### src/rtl/wb_stage.sv
// Write-back stage: retires ALU/CSR results directly and parks loads until
// memory data returns, then extends the data and writes the register file.
//
// state     | meaning
// ----------+------------------------------------------------------------
// IDLE      | ready for a packet; non-loads write back one cycle later
// WAIT_LOAD | a load is outstanding; waiting for the i_mem_rvalid pulse
module wb_stage #(
  parameter int DATA_WIDTH = 32,
  parameter int N_REGS     = 32,
  localparam int AW        = $clog2(N_REGS)
) (
  input  logic                  i_clk,
  input  logic                  i_rst_n,
  input  logic                  i_valid,
  output logic                  o_ready,
  input  logic [AW-1:0]         i_rd,
  input  logic                  i_is_load,
  input  logic [2:0]            i_ld_funct3,
  input  logic [1:0]            i_ld_offset,
  input  logic [DATA_WIDTH-1:0] i_result,
  input  logic                  i_mem_rvalid,
  input  logic [DATA_WIDTH-1:0] i_mem_rdata,
  output logic                  o_rf_we,
  output logic [AW-1:0]         o_rf_waddr,
  output logic [DATA_WIDTH-1:0] o_rf_wdata,
  output logic                  o_pend_valid,
  output logic [AW-1:0]         o_pend_rd,
  output logic [31:0]           o_retired
);

  typedef enum logic {
    IDLE      = 1'b0,
    WAIT_LOAD = 1'b1
  } state_t;

  state_t state, state_nxt;

  logic       accept;
  logic       take_load;
  logic       take_alu;
  logic       load_done;
  logic [2:0] pend_funct3;
  logic [1:0] pend_offset;

  logic [7:0]            ld_byte;
  logic [15:0]           ld_half;
  logic [DATA_WIDTH-1:0] ld_data;

  assign o_ready      = (state == IDLE);
  assign o_pend_valid = (state == WAIT_LOAD);
  assign accept       = i_valid && o_ready;
  assign take_load    = accept && i_is_load;
  assign take_alu     = accept && !i_is_load;
  // i_mem_rvalid only matters while a load is outstanding
  assign load_done    = (state == WAIT_LOAD) && i_mem_rvalid;

  // State register
  always_ff @(posedge i_clk or negedge i_rst_n) begin
    if (!i_rst_n) begin
      state <= IDLE;
    end else begin
      state <= state_nxt;
    end
  end

  // Next-state logic; i_valid is ignored while waiting, even on the return cycle
  always_comb begin
    state_nxt = state;
    case (state)
      IDLE: begin
        if (take_load) state_nxt = WAIT_LOAD;
      end
      WAIT_LOAD: begin
        if (i_mem_rvalid) state_nxt = IDLE;
      end
      default: state_nxt = IDLE;
    endcase
  end

  // Capture the load descriptor so upstream is free to change its inputs
  always_ff @(posedge i_clk or negedge i_rst_n) begin
    if (!i_rst_n) begin
      o_pend_rd   <= '0;
      pend_funct3 <= '0;
      pend_offset <= '0;
    end else if (take_load) begin
      o_pend_rd   <= i_rd;
      pend_funct3 <= i_ld_funct3;
      pend_offset <= i_ld_offset;
    end
  end

  // Lane select and extension of the returned memory word
  always_comb begin
    ld_byte = '0;
    ld_half = '0;
    ld_data = '0;
    case (pend_offset)
      2'd0:    ld_byte = i_mem_rdata[7:0];
      2'd1:    ld_byte = i_mem_rdata[15:8];
      2'd2:    ld_byte = i_mem_rdata[23:16];
      default: ld_byte = i_mem_rdata[31:24];
    endcase
    // offset bit 0 is don't-care for halfwords
    ld_half = pend_offset[1] ? i_mem_rdata[31:16] : i_mem_rdata[15:0];
    case (pend_funct3)
      3'b000:  ld_data = {{(DATA_WIDTH-8){ld_byte[7]}}, ld_byte};
      3'b100:  ld_data = {{(DATA_WIDTH-8){1'b0}}, ld_byte};
      3'b001:  ld_data = {{(DATA_WIDTH-16){ld_half[15]}}, ld_half};
      3'b101:  ld_data = {{(DATA_WIDTH-16){1'b0}}, ld_half};
      default: ld_data = i_mem_rdata;
    endcase
  end

  // Register-file write port; address/data only move on a real write (rd != 0)
  always_ff @(posedge i_clk or negedge i_rst_n) begin
    if (!i_rst_n) begin
      o_rf_we    <= 1'b0;
      o_rf_waddr <= '0;
      o_rf_wdata <= '0;
    end else begin
      o_rf_we <= 1'b0;
      if (take_alu && (i_rd != '0)) begin
        o_rf_we    <= 1'b1;
        o_rf_waddr <= i_rd;
        o_rf_wdata <= i_result;
      end else if (load_done && (o_pend_rd != '0)) begin
        o_rf_we    <= 1'b1;
        o_rf_waddr <= o_pend_rd;
        o_rf_wdata <= ld_data;
      end
    end
  end

  // Retire counter counts every completion, including suppressed rd=0 writes
  always_ff @(posedge i_clk or negedge i_rst_n) begin
    if (!i_rst_n) begin
      o_retired <= '0;
    end else if (take_alu || load_done) begin
      o_retired <= o_retired + 32'd1;
    end
  end

endmodule

### config.mk
export PLATFORM = sky130hd
export DESIGN_NAME = wb_stage
export DESIGN_NICKNAME = d
export VERILOG_FILES = /design/src/rtl/wb_stage.sv
export SDC_FILE = /design/constraint.sdc
export NUM_CORES = 1
export LEC_CHECK = 0
export ABC_AREA = 1
export BUFFER_PORTS_ARGS = -buffer_cell sky130_fd_sc_hd__buf_2
export CAP_MARGIN = 20
export CORE_MARGIN = 10
export CORE_UTILIZATION = 56
export CTS_BUF_LIST = sky130_fd_sc_hd__clkbuf_16
export CTS_CLUSTER_DIAMETER = 200
export DETAILED_ROUTE_END_ITERATION = 8
export PLACE_DENSITY = 0.83
export SETUP_SLACK_MARGIN = 0.4
export SYNTH_ARGS = -nofsm -noshare
export SYNTH_HDL_FRONTEND = slang
export SYNTH_SLANG_ARGS = --single-unit
### constraint.sdc
create_clock -name i_clk -period 2.1 [get_ports i_clk]
set_input_delay 0.21 -clock i_clk [delete_from_list [all_inputs] [get_ports i_clk]]
set_output_delay 0.21 -clock i_clk [all_outputs]
set_load 0.005 [all_outputs]
* Word level (Yosys, flattened, before mapping)
Index checks and enable logic that the tools add are counted.
** Storage, ports and cells
- Bits in registers :: 81
- Input bits :: 79
- Word-level logic and storage cells :: 40
** Operators by class
- $add $sub $neg :: 1
- Equality and inequality tests :: 5
- Muxes and demuxes :: 12
- Bitwise gates (word level) :: 1
- Reductions and logical operators :: 13
** Operator list (count)
- $pmux W32 S4 :: 1
- $mux W32 :: 2
- $add A32 B1 Y32 const B :: 1
- $pmux W8 S3 :: 1
- $mux W16 :: 1
- $mux W5 :: 2
- $reduce_bool A5 Y1 :: 2
- $eq A3 B3 Y1 const B :: 2
- $logic_and A1 B1 Y1 :: 6
- $mux W1 :: 4
- $eq A3 B1 Y1 const B :: 1
- $logic_not A3 Y1 :: 1
- $eq A2 B1 Y1 const B :: 1
- $eq A2 B2 Y1 const B :: 1
- $logic_not A2 Y1 :: 1
- $pmux W1 S2 :: 1
- $reduce_bool A2 Y1 :: 1
- $logic_not A1 Y1 :: 1
- $logic_or A1 B1 Y1 :: 1
- $not A1 Y1 :: 1

* Longest topological paths before layout
Gate-level depths: netlist of run 1.
- Depth in word-level cells :: 5
- Gate-level depth with buffers :: 10
- Gate-level depth less buffers :: 10

* Least setup slack after synthesis of run 1
OpenSTA, ideal clock, no wires.
- Path type :: register -> register
- Start :: register o_retired[0]
- End :: register o_retired[14]
- Arrival :: 1.322 ns
- Data required time :: 1.983 ns
- Path slack :: 0.661 ns
- Stages on the path, launching flop included :: 9
- Path through :: dfrtp_1 -> ha_1 -> nand3_2 -> nor2_2 -> nand3b_2 -> nor2_2 -> nand2_1 -> nand2_1 -> nand2_1
** On the way
- Longest elaborated chain between the ends :: 1
** RTL lines
- start, declared :: line 29 : output logic [31:0] o_retired
- start signal, assigned :: line 141 : o_retired <= o_retired + 32'd1;
- $add A32 B1 Y32 :: line 141
No other way between the ends.
A chain may end at the register's enable or synchronous reset.

* Final worst setup path of run 1
- Start :: register pend_offset[1]
- End :: register o_rf_wdata[15]
** On the way
- Longest elaborated chain between the ends :: 5
- Elaborated cells on any way between the ends :: 8
- Classes of those cells :: eq/ne: 2; mux: 5; reduce/logical: 1
** RTL lines
- start, declared :: line 44 : logic [1:0] pend_offset;
- start signal, assigned :: line 90 : pend_offset <= i_ld_offset;
- $eq A2 B2 Y1 (tied with other cells) :: line 99 : case (pend_offset)
- $pmux W8 S3 :: line 99
- $pmux W32 S4 * :: line 107 : case (pend_funct3)
- $mux W32 * :: line 128 : end else if (load_done && (o_pend_rd != '0)) begin
- $mux W32 * :: line 124 : if (take_alu && (i_rd != '0)) begin
- end signal, assigned :: line 127 : o_rf_wdata <= i_result;
- end signal, assigned :: line 131 : o_rf_wdata <= ld_data;
- end, declared :: line 26 : output logic [DATA_WIDTH-1:0] o_rf_wdata,
Every way passes the cells marked *; elsewhere a longest branch is shown, timed or not. The select of a mux whose other input is x is not followed.

==> metrics.md, run 1 <==
| Metric | Value |
|---|---|
| PortBufs | `roughly 160` |
| Top cells by count, synth | `nand2_1 (366), dfrtp_1 (81), nand3_1 (74)` |
| Drt first-iter violations | `493` |
| Fraction of layout cells with a size suffix above 1 | `23.0%` |
| Clock network fraction of total power | `28.1%` |
| Count leader, synth | `nand2_1` |
| Cell depth of the worst hold path | `2` |
| Synth Net Count | `around 860` |
| Hold endpoint | `o_pend_valid$_DFF_PN0_` |
| Starting Density | `about three fifths` |
| Gr usage total | `24.1%` |
| DR WL met2 | `approximately 8300 µm` |
| Final #Nets | `between 1,000 and 1,500` |
| Die area | `0.0135 mm²` |
| Slew headroom | `52.7%` |
| Final core occ | `between 70% and 80%` |
| Status | `finished clean` |
| Final setup violation count | `0` |
| Vias post-DR | `5,621` |
| Max-Cap Viols | `0` |
| Leakage | `0.00349 µW` |
| CP required | `between 2 and 2.5 ns` |
| Seq pwr share | `41.6%` |
| Switching Share | `~37%` |
| Htree depth | `3` |
| Hold slack | `0.0678 ns` |
| CP Capture Type | `register` |
| Clock Tree Buf Depth | `2` |
| Reg2reg end | `o_rf_wdata[15]$_DFFE_PN0P_` |
| Drt total wl | `16,400 µm` |
| Pre-antenna DRT Iters | `7` |
| CTS sink cnt | `between 80 and 90` |
| Vias in the first global route | `approximately 5,600` |
| Ys flop type | `dfrtp_1` |
| Std-Cell Rows | `34` |
| Max Fanout on Critical Path | `24` |
| Final period util | `75.5%` |
| Max IR drop VDD | `0.561 mV` |
| Hold_sp | `i_mem_rvalid` |
| Met1 WL | `just over 6000 µm` |
| Clock latency at the later pin of the worst-skew pair | `approximately 0.34 ns` |
| CTS clk-pin slew, worst paths | `0.07 ns` |
| HPWL after DPL | `12,400 µm` |
| Critical path class | `reg2reg` |
| HP Class | `in2reg` |
| Ant diodes | `0` |
| Setup Skew | `around 0.0081 ns` |
| Highest metal used | `met4` |
| Setup TNS Final | `0 ns` |
| CTS buffer count | `9` |
| Layout area overhead | `21.0%` |
| Ranking of synthesized cells by area | `dfrtp_1 (39%), nand2_1 (27%), nand3_1 (7.2%), inv_1 (4.9%), nor2_1 (4.1%)` |
| Seq/Total Area, Yosys | `~40%` |
| Fin. max-slew vios | `0` |
| TritonCTS clock tree | `done` |
| Avg Vias per Cell | `between 5 and 6` |
| Initial antenna violation count | `0` |
| Comb pwr share | `~30%` |
| Die W | `approximately 120 µm` |
| DRC violations left | `0` |
| Post-DR wirelength/cell | `~16 µm` |
| Synthesized instance count | `778` |
| Vert. Die Dim | `116 µm` |
| Max Clk Rate | `631 MHz` |
| Worst setup SP type | `register` |
| Syn Area/Cell | `6.64 µm²` |
| Netlist cell types | `31` |
| R2R depth | `6` |
| R2r startpoint | `pend_offset[1]$_DFFE_PN0P_` |
| Tmin final | `1.59 ns` |
| Root buffer cell | `clkbuf_16` |
| I/O pins | `156` |
| Post-placement cell count | `1,021` |
| Sw power | `1910 µW` |
| Int Power | `3310 µW` |
| Seq cells post-synth | `81` |
| Pin slew with the least headroom to its limit | `~0.7 ns` |
| Power per cell area | `836 mW/mm²` |
| Yosys top cell area share | `between 30% and 40%` |
| Reg2Reg Setup Slack | `0.51 ns` |
| RePlAce Congestion | `between 1 and 1.5` |
| Synth area leader | `dfrtp_1` |
| Final hold viol count | `0` |
| Core Box Area | `0.00885 mm²` |
| Number of synthesized flops with an enable pin | `0` |
| RSZ-0062 raised after global routing | `true` |
| Final ANT Viol Nets | `0` |
| First-pass GRT wire length | `26,100 µm` |
| Largest net degree at the start of global routing | `48` |
| Metal3 WL | `1420 µm` |
| Data arrival, critical path | `between 1.5 and 2 ns` |
| Gr ovfl total | `0` |
| Syn Std Cell Area | `0.00516 mm²` |
| Ys Warns | `0` |
| FFs w/ async S/R, synth | `100%` |
| Non-filler instance count after layout | `1,037` |
## per-stage QoR
stage	total power [µW]	setup slack [ns]	cell area, µm²
after CTS	5230	0.415	6240
after floorplan	3090	0.661	5160
final	5230	0.514	6250
after global routing	5520	0.383	6250
after global placement	3700	0.486	5960
after detailed placement	3750	0.374	5960
## cell type report
| type | count | area, µm² |
|---|---|---|
| tap | 108 | 135 |
| multi-input combinational | 595 | 2680 |
| clock buffer | 9 | 225 |
| clock inverter | 6 | 43.8 |
| sequential | 81 | 2030 |
| inverter | 76 | 293 |
| timing repair buffer | 162 | 846 |
| fill | 744 | 2600 |
## cell families after synthesis
| kind of cell | synth area share [%] |
|---|---|
| AO/OA/AOI/OAI | 5.33 |
| XOR/XNOR | 2.37 |
| adder cells (fa/ha/maj) | 0.242 |
| buffers and inverters | 9.11 |
| flip-flops | 39.2 |
| AND/OR/NAND/NOR | 43.7 |
## flip-flops by register name (all words and copies together), names as in the netlist
signal and count:
o_rf_we 1, o_pend_rd 5, o_retired 32, pend_funct3 3, o_rf_waddr 5, pend_offset 2, o_rf_wdata 32, o_pend_valid 1
## critical path, stage by stage, from the launching register on
cell      delay (ns)
dfrtp_2         0.55
inv_2           0.14
nand3_1         0.18
nand4_4         0.31
nand3b_1        0.20
nand2_1         0.07
nand2_1         0.09
## power by group through the flow
| stage | combinational (µW) | clock [µW] | sequential, µW |
|---|---|---|---|
| after floorplan | 939 | 0 | 2150 |
| after global routing | 1780 | 1540 | 2210 |
| final | 1580 | 1470 | 2170 |
| after detailed placement | 1570 | 0 | 2180 |
| after global placement | 1540 | 0 | 2170 |
| after CTS | 1590 | 1480 | 2160 |
## worst max-delay path by stage
stage / startpoint / end / slack, ns / cells past startpoint
finish: pend_offset[1]$_DFFE_PN0P_ / o_rf_wdata[15]$_DFFE_PN0P_ / 0.51 / 6
CTS: o_pend_valid$_DFF_PN0_ / o_rf_wdata[25]$_DFFE_PN0P_ / 0.41 / 9
detailed placement: pend_offset[1]$_DFFE_PN0P_ / o_rf_wdata[15]$_DFFE_PN0P_ / 0.37 / 6
global placement: pend_offset[1]$_DFFE_PN0P_ / o_rf_wdata[15]$_DFFE_PN0P_ / 0.49 / 6
floorplan: o_retired[0]$_DFFE_PN0P_ / o_retired[14]$_DFFE_PN0P_ / 0.66 / 8
global route: pend_offset[1]$_DFFE_PN0P_ / o_rf_wdata[25]$_DFFE_PN0P_ / 0.38 / 6
## placed cells by master, fill, tap and decap left out, types with 3 or more instances in the layout
master      count
a21boi_0        3
a21oi_1        13
buf_2         154
buf_4           6
clkbuf_16       9
clkinvlp_4      3
dfrtp_1        79
inv_1          68
inv_2           6
nand2_1       366
nand2_2         5
nand3_1        74
nand3b_1        6
nor2_1         57
nor2_2          9
nor2_4          3
o211ai_1        5
o21ai_0        25
xnor2_1         3
xor2_1         11
## metal layers
metal  global-route usage, %  up-vias
met5                       0        -
met4                    11.2        0
met3                    5.53       40
met2                    43.0      280
met1                    26.6     2598
li1                        -     2703
## timing repair
item | CTS | global route
setup buffers | 0 | 0
setup endpoints to repair | 11 | 36
hold buffers | 1 | 0
endpoints found under the hold margin | 34 | 0
gates resized for setup | 1 | 4
No activity file was read; power rests on OpenSTA's default activity.
==> run 2: changes to the inputs <==
- CORE_UTILIZATION: 56 -> 52
- PLACE_DENSITY: 0.83 -> 0.78
- clock period: 2.1 -> 1.6 ns (I/O delays scaled with it)
==> metrics.md, run 2 (same netlist as run 1, synthesis figures left out) <==
| Metric | Value |
|---|---|
| Max IR drop VDD | `0.708 mV (+26%)` |
| Data arrival, critical path | `1.73 ns (-0.14 ns)` |
| Number of cells on the critical path | `9 (+3)` |
| Vias post-DR | `6,341 (+13%)` |
| Gr ovfl total | `0 (unchanged)` |
| Final #Nets | `1,090 (+8.5%)` |
| Drt first-iter violations | `626 (+27%)` |
| Max Clk Rate | `670 MHz (+6.2%)` |
| RSZ-0062 raised after global routing | `true` |
| HP Class | `in2reg` |
| Core Box Area | `0.00973 mm² (+10%)` |
| Fin. max-slew vios | `0 (unchanged)` |
| Max-Cap Viols | `0 (unchanged)` |
| R2R depth | `9 (+3)` |
| Reg2reg end | `o_retired[22]$_DFFE_PN0P_` |
| Critical path class | `reg2reg` |
| Pre-antenna DRT Iters | `8 (+1)` |
| Setup Skew | `0.00817 ns (+0.0000499 ns)` |
| CP max stage cell | `dfrtp_1` |
| CP top delay family | `simple AND/OR/NAND/NOR gates` |
| Setup TNS Final | `0 ns (unchanged)` |
| Top flop regs | `o_retired (32), o_rf_wdata (32)` |
| Root buffer cell | `clkbuf_16` |
| Met3 GRT Util | `6.99% (+1.5 points)` |
| Status | `finished, violations left` |
| CTS clk-pin slew, worst paths | `0.07 ns (about the same)` |
| CP Launch Point | `o_retired[9]$_DFFE_PN0P_` |
| GR Util met1 | `29.0% (+2.4 points)` |
| GR met2 Demand/Resource | `44.6% (+1.5 points)` |
| Initial antenna violation count | `0 (unchanged)` |
| CP required | `1.84 ns (-0.54 ns)` |
| Violated checks | `design-rule violations` |
| Buf+Inv Stages, Crit Path | `0 (-1)` |
| Die W | `120 µm (+3.1%)` |
| TritonCTS clock tree | `done` |
| CTS buffer count | `9 (unchanged)` |
| Slew headroom | `70.2% (+17 points)` |
| Non-filler instance count after layout | `1,149 (+11%)` |
| Drt total wl | `20,700 µm (+26%)` |
| Total Power | `8340 µW (+60%)` |
| Hold slack | `0.0304 ns (-0.0374 ns)` |
| Final period util | `93.3% (+18 points)` |
| Worst setup SP type | `register` |
| Post-DR wirelength/cell | `18.0 µm (+14%)` |
| Vias in the first global route | `6,087 (+8.6%)` |
| Final core occ | `79.6% (+8.9 points)` |
| GRT Max-Usage Layer | `met2` |
| Tmin final | `1.49 ns (-0.0927 ns)` |
| Final ANT Viol Nets | `0 (unchanged)` |
| Clock latency at the later pin of the worst-skew pair | `0.35 ns (about the same)` |
| First-pass GRT wire length | `30,100 µm (+15%)` |
| CP Capture Type | `register` |
| Final setup violation count | `0 (unchanged)` |
| Most common cell on crit path | `nand2_1` |
| CTS sink cnt | `81 (unchanged)` |
| Reg2Reg Setup Slack | `0.11 ns (-0.41 ns)` |
| HPWL after DPL | `12,400 µm (+0.68%)` |
| PortBufs | `155 (unchanged)` |
| Largest net degree at the start of global routing | `33 (-31%)` |
| Critical Path Sink | `o_retired[22]$_DFFE_PN0P_` |
| Most common cell after layout, fill and taps aside | `nand2_1` |
| Clock Tree Buf Depth | `2 (unchanged)` |
| RePlAce Congestion | `1.01 (-2.0%)` |
| I/O pins | `156 (unchanged)` |
| Power per cell area | `1080 mW/mm² (+29%)` |
| Worst-path cell chain | `nand2_2, nor2_2, nand2_1, nor2_2, nand2_2, nand2_2, nand2_1, nand2_1, nand2_1` |
| DRC violations left | `2 (+2)` |
| Post-placement cell count | `1,050 (+2.8%)` |
| Htree depth | `3 (unchanged)` |
| Starting Density | `53.1% (-5.3 points)` |
| Leakage | `0.00416 µW (+19%)` |
| Gr usage total | `25.6% (+1.5 points)` |
| Max Fanout on Critical Path | `3 (-88%)` |
| Slowest stage delay, CP | `0.46 ns (-0.09 ns)` |
| Most frequent cells in the layout | `nand2_1 (335), buf_2 (152), nand3_1 (67)` |
| Pin slew with the least headroom to its limit | `0.447 ns (-0.260 ns)` |
| Final hold viol count | `0 (unchanged)` |
| Die area | `0.0143 mm² (+6.3%)` |
| Vert. Die Dim | `120 µm (+3.1%)` |
| Avg Vias per Cell | `5.52 (+1.8%)` |
| R2r startpoint | `o_retired[9]$_DFFE_PN0P_` |
| Fraction of layout cells with a size suffix above 1 | `37.9% (+15 points)` |
| Std-Cell Rows | `36 (+5.9%)` |
| Layout area overhead | `49.9%` |
-- run 2: changes by cell type in the layout (fill, tap and decap cells not counted), moves of 9 or more --
cell and delta:
buf_6 +27, nand2_2 +19, buf_4 +37, o21ai_0 -9, nand2_4 +13, nor2_1 -21
nor2_4 +14, dfrtp_2 +17, dfrtp_1 -17, nand2_1 -31
-- run 2: worst min path at each step --
stage / start / depth (start not counted) / endpoint / slack (ns)
floorplan: i_rst_n / 0 / o_pend_rd[0]$_DFFE_PN0P_ / -0.14
global placement: i_rst_n / 1 / o_retired[6]$_DFFE_PN0P_ / 0.13
detailed placement: i_rst_n / 1 / o_retired[5]$_DFFE_PN0P_ / 0.13
CTS: i_result[5] / 3 / o_rf_wdata[5]$_DFFE_PN0P_ / 0.03
global route: i_result[5] / 3 / o_rf_wdata[5]$_DFFE_PN0P_ / 0.06
finish: i_result[5] / 3 / o_rf_wdata[5]$_DFFE_PN0P_ / 0.03
-- run 2: worst min-delay path: cells and delay by family --
| family | cells | cell delay, ns |
|---|---|---|
| buf+inv | 1 | 0.07 |
| simple gates | 2 | 0.10 |
-- run 2: layout make-up --
class | instances | area, µm²
fill | 661 | 1990
clock inverter | 7 | 101
multi-input combinational | 601 | 3180
timing repair buffer | 235 | 1640
sequential | 81 | 2050
timing repair inverter | 6 | 51.3
inverter | 76 | 332
antenna | 1 | 2.50
tap | 133 | 166
clock buffer | 9 | 225
-- run 2: per-layer routing --
layer / share of wire (%) / routed length, µm / vias up
li1: - / - / 2894
met2: 50 / 10300 / 387
met5: 0 / 0 / -
met4: 4.4 / 913 / 0
met3: 9.1 / 1880 / 89
met1: 37 / 7580 / 2971
-- run 2: what timing repair did --
action                                  CTS  global route
endpoints found under the hold margin    30             0
endpoints found under the setup margin   67            99
gates cloned                              9             7
hold buffers                              1             0
resized for setup                        94            76
pin swaps                                16            21
buffers inserted                         46            19
-- run 2: where the power goes --
part | total (µW) | switching, µW | internal (µW) | leakage (µW)
combinational | 3140 | 1740 | 1400 | 0.00300
clock | 2350 | 963 | 1390 | 0.000153
sequential | 2850 | 372 | 2480 | 0.00101
total | 8340 | 3070 | 5270 | 0.00416
-- run 2: through the flow --
step	cell area [µm²]	worst slack, ns
floorplan	5250	0.295
global placement	6090	0.147
global route	7740	-0.0000772
finish	7740	0.107
CTS	7200	0.234
detailed placement	6090	0.0815
